$ cat config.mk
export PLATFORM = sky130hd
export DESIGN_NAME = square_q824_seq
export DESIGN_NICKNAME = d
export VERILOG_FILES = /design/src/rtl/heston_q824_pkg.sv /design/src/rtl/square_q824_seq.sv
export SDC_FILE = /design/constraint.sdc
export NUM_CORES = 1
export LEC_CHECK = 0
export CAP_MARGIN = 40
export CORE_MARGIN = 4
export CORE_UTILIZATION = 60
export DETAILED_ROUTE_END_ITERATION = 10
export DONT_BUFFER_PORTS = 1
export PLACE_DENSITY = 0.77
export SYNTH_ARGS = -nofsm -noshare
export SYNTH_HDL_FRONTEND = slang
export SYNTH_SLANG_ARGS = --single-unit
$ cat constraint.sdc
create_clock -name clk -period 8.3 [get_ports clk]
set_clock_uncertainty 0.15 [all_clocks]
set_input_delay 2.49 -clock clk [delete_from_list [all_inputs] [get_ports clk]]
set_output_delay 2.49 -clock clk [all_outputs]
set_load 0.05 [all_outputs]
$ cat src/rtl/heston_q824_pkg.sv
// Shared Q8.24 fixed-point definitions for the Heston volatility/variance datapath.
// Holds the word format constants and the sequential-squarer FSM state encoding.
package heston_q824_pkg;

    localparam int          Q_W    = 32;
    localparam int          Q_FRAC = 24;
    localparam logic [31:0] Q_MAX  = 32'h7FFF_FFFF;

    typedef enum logic [1:0] {
        IDLE = 2'd0,
        CALC = 2'd1,
        DONE = 2'd2
    } sq_state_t;

endpackage

$ cat src/rtl/square_q824_seq.sv
// Sequential Q8.24 squarer (volatility -> variance): one shift-add per clock,
// round-half-up back to Q8.24 and saturate to the largest positive value.
module square_q824_seq
    import heston_q824_pkg::*;
#(
    parameter int Q_W    = heston_q824_pkg::Q_W,
    parameter int Q_FRAC = heston_q824_pkg::Q_FRAC
) (
    input  logic           clk,
    input  logic           rst,
    input  logic           in_valid,
    output logic           in_ready,
    input  logic [Q_W-1:0] in_a,
    output logic           out_valid,
    input  logic           out_ready,
    output logic [Q_W-1:0] out_sq,
    output logic           out_ovf
);

    localparam int               P_W      = 2 * Q_W;
    localparam int               CNT_W    = $clog2(Q_W);
    localparam logic [CNT_W-1:0] LAST     = CNT_W'(Q_W - 1);
    localparam logic [P_W-1:0]   RND_HALF = P_W'(1) << (Q_FRAC - 1);
    localparam logic [P_W-1:0]   SAT_LIM  = P_W'(Q_MAX);

    sq_state_t        state_q, state_d;
    logic [P_W-1:0]   acc_q, acc_d;
    logic [Q_W-1:0]   mcand_q, mcand_d;
    logic [Q_W-1:0]   mplier_q, mplier_d;
    logic [CNT_W-1:0] cnt_q, cnt_d;
    logic [Q_W-1:0]   sq_q, sq_d;
    logic             ovf_q, ovf_d;

    logic [Q_W-1:0]   abs_a;
    logic [P_W-1:0]   step_acc;
    logic [P_W-1:0]   rnd_p;
    logic [P_W-1:0]   res;

    // Two's-complement negate; 0x80000000 maps to 2^31 when read as unsigned.
    assign abs_a    = in_a[Q_W-1] ? (~in_a + 1'b1) : in_a;
    assign step_acc = acc_q + (mplier_q[0] ? ({{Q_W{1'b0}}, mcand_q} << cnt_q) : '0);
    assign rnd_p    = step_acc + RND_HALF;
    assign res      = rnd_p >> Q_FRAC;

    always_comb begin
        // NOTE: every next-state value gets a default first so no path through the case infers a latch.
        state_d  = state_q;
        acc_d    = acc_q;
        mcand_d  = mcand_q;
        mplier_d = mplier_q;
        cnt_d    = cnt_q;
        sq_d     = sq_q;
        ovf_d    = ovf_q;

        unique case (state_q)
            IDLE: begin
                if (in_valid) begin
                    mcand_d  = abs_a;
                    mplier_d = abs_a;
                    acc_d    = '0;
                    cnt_d    = '0;
                    state_d  = CALC;
                end
            end
            CALC: begin
                acc_d    = step_acc;
                mplier_d = mplier_q >> 1;
                cnt_d    = cnt_q + 1'b1;
                if (cnt_q == LAST) begin
                    state_d = DONE;
                    if (res > SAT_LIM) begin
                        sq_d  = Q_W'(Q_MAX);
                        ovf_d = 1'b1;
                    end else begin
                        sq_d  = res[Q_W-1:0];
                        ovf_d = 1'b0;
                    end
                end
            end
            DONE: begin
                if (out_ready) begin
                    state_d = IDLE;
                end
            end
            default: state_d = IDLE;
        endcase
    end

    // NOTE: state is updated with non-blocking assignments so every register samples pre-edge values.
    always_ff @(posedge clk) begin
        if (rst) begin
            state_q  <= IDLE;
            acc_q    <= '0;
            mcand_q  <= '0;
            mplier_q <= '0;
            cnt_q    <= '0;
            sq_q     <= '0;
            ovf_q    <= 1'b0;
        end else begin
            state_q  <= state_d;
            acc_q    <= acc_d;
            mcand_q  <= mcand_d;
            mplier_q <= mplier_d;
            cnt_q    <= cnt_d;
            sq_q     <= sq_d;
            ovf_q    <= ovf_d;
        end
    end

    assign in_ready  = (state_q == IDLE);
    assign out_valid = (state_q == DONE);
    assign out_sq    = sq_q;
    assign out_ovf   = ovf_q;

endmodule

==> results.tsv <==
metric	value	unit
drtAntennaViolNets	0	
grt-ovfl-total	0	
p_leak	5.14	nW
seq_area_frac_synth	23.4	%
drtIter0Drc	1438	
relSlewSlack	40.1	%
fin_crit_sh	92.0	%
status	complete, no violations	
slowest_delay	690	ps
synth_edf_count	0	
grt_usage	32.6	%
grt_pass1_wl	70100	um
cts_root_buf	clkbuf_16	
syn_inst	1909	
place.port_buffers	0	
cts_tree	yes	
stdcell_area	14900	um^2
rows	56	
cts.repair.resized	0	
cts_setup_buffers	0	
syn_to_final_growth	3.22	%
crit_slowest_cell	nor4_2	
core_area	23500	um^2
antenna_cells	0	
ys_types	104	
wl_per_cell	20.6	um
die_area	26500	um^2
wl	44300	um
rsz0062_at_grt	false	
path_cells	buf_4 > mux2_2 > o21ai_0 > nor2_1 > a21oi_1 > mux2_2 > mux2_2 > nor2_1 > ha_1 > a21oi_1 > o21ai_0 > a21oi_1 > and4_1 > o311ai_0 > buf_1 > or3_4 > nor4_2 > and3_1 > nand4_1 > mux2_1 > nor4_4 > buf_4 > a311oi_2	
antenna_found_initial	0	
drv_slew	0	
cts_buffers	17	
cap_viol_max_count	0	
grt_max_degree	169	
tns	0	ps
clkSlewWorstSetupHoldPaths	70	ps
gp_congestion	1.04	
post-dp-hpwl	33900	um
peakVddDrop	0.000146	V
fin_nets	1918	
multi_input_area	10200	um^2
drtPass1Iterations	7	
clk_latency	450	ps
io_pins	71	
p_per_area	129	nW/um^2
hp-class	register to register	
drcViolationCount	0	
yosysWarningCount	0	
start_util	61.1	%
worst_setup_path_start_kind	register	
cp.required	8440	ps
syn_nets	2013	
clock_sinks	168	
fmax	0.131	GHz
worstSetupEndpointType	register	
die_height	163	um
placed_cell_area	14300	um^2
path_class	register to register	
fp.dieW	163	um
n_fill_cell	2114	
cp.buffers_inverters	3	
fin_util	63.1	%
grt_pass1_vias	13100	
drive_gt1_share	9.14	%
ctsLongestPathBuffers	2	
worstMarginPinSlew	891	ps
avgSynthCellArea	7.54	um^2
cts_hold_buf	0	
drt-vias-per-instance	6.69	
crit_arrival	7770	ps
ys_seq_elements	168	
final_hold_viol_count	0	
regArea	3360	um^2
route.vias.total	14400	
syn-cell-area	14400	um^2
synth_flop_cell	dfxtp_1	
critical-path-top-delay-family	simple AND/OR/NAND/NOR gates	
worst-path-max-fanout	34	
final-setup-viol-count	0	
ctsHtreeMaxLevel	4	
ys_async_sr_fraction	0	%
min_period	7640	ps
[tightest hold or removal path, cell delays in order (launching register included)]
cell,delay [ps]
dfxtp_1,320
nand3_1,60
a21oi_1,50
[sequential cells by signal (all words and copies together) (netlist names)]
| name | cells |
|---|---|
| state_q | 2 |
| cnt_q | 5 |
| mplier_q | 32 |
| acc_q | 64 |
| out_sq | 32 |
| mcand_q | 32 |
| out_ovf | 1 |
[final cells by class]
type                            instances  area share (%)
Inverter                               25           0.632
Timing Repair Buffer                   23            1.38
Sequential cell                       168            22.6
Multi-Input combinational cell       1579            68.6
Clock inverter                         15            1.15
Tap cell                              319            2.69
Clock buffer                           17            2.86
[cell usage after synthesis, drive strengths merged, types with 40 or more instances]
| cell type | n | share of area (%) |
|---|---|---|
| a21oi | 224 | 7.8 |
| buf | 54 | 2.3 |
| a22oi | 40 | 2.1 |
| nand3 | 71 | 2.5 |
| clkbuf | 77 | 2.2 |
| ha | 67 | 5.8 |
| dfxtp | 168 | 23 |
| nand4 | 42 | 1.8 |
| o21ai | 99 | 3.5 |
| nor2 | 217 | 5.7 |
| nand2 | 263 | 6.9 |
| xnor2 | 73 | 4.4 |
[cell families (layout without fill, tap and decap cells)]
group                      after synthesis  after routing  share of synthesized area [%]
AOI/OAI and AO/OA                      590            590                           27.4
xor gates and xnor gates               108            108                           6.62
muxes                                   69             69                           6.45
buffers and inverters                  162             80                           5.92
DFF                                    168            168                           23.4
adders and majority gates               68             68                           5.96
and+or+nand+nor                        744            744                           24.3
[through the flow]
step	total power, W	hold slack (ps)	worst slack [ps]	instances
after floorplan	0.00106	287	2010	1909
after global placement	0.00110	296	1070	2108
after detailed placement	0.00111	309	963	2114
after CTS	0.00193	321	892	2146
after global routing	0.00198	343	214	2146
final	0.00192	321	665	2146
[report_power, final]
part	switching [W]	internal [W]	total [W]
logic	0.000147	0.0000887	0.000236
clock network	0.000420	0.000410	0.000829
registers	0.0000259	0.000831	0.000857
[layer usage]
| metal | share of wire, % | GRT usage [%] |
|---|---|---|
| met5 | 0 | 0 |
| met4 | 3.4 | 11.4 |
| met3 | 8.3 | 5.67 |
| met2 | 46 | 53.1 |
| met1 | 42 | 43.6 |
[cells in the final DEF, fill, tap and decap left out, drive strengths merged, types with 17 or more instances in the layout]
master  netlist  routed
clkbuf       77      17
xnor2        73      73
mux2i        32      32
inv          24      33
a311oi       27      27
nand4        42      42
nor2        217     217
a21o         25      25
o22ai        17      17
o21ai        99      99
nand2       263     263
a21oi       224     224
a22oi        40      40
a211oi       22      22
a31oi        26      26
dfxtp       168     168
nand3        71      71
xor2         35      35
ha           67      67
mux4         17      17
buf          54      23
nor2b        19      19
mux2         20      20
nor3         36      36
[path summary, 6_finish.rpt]
kind | cells after the start | slack, ps | endpoint | startpoint
worst max-delay path | 23 | 660 | out_sq[21] | cnt_q[1]
worst min-delay path | 2 | 320 | acc_q[2] | acc_q[2]
worst max register to register | 23 | 660 | out_sq[21] | cnt_q[1]
worst min register to register | 2 | 320 | acc_q[2] | acc_q[2]
Note: power is estimated with default switching activity, not from simulation.
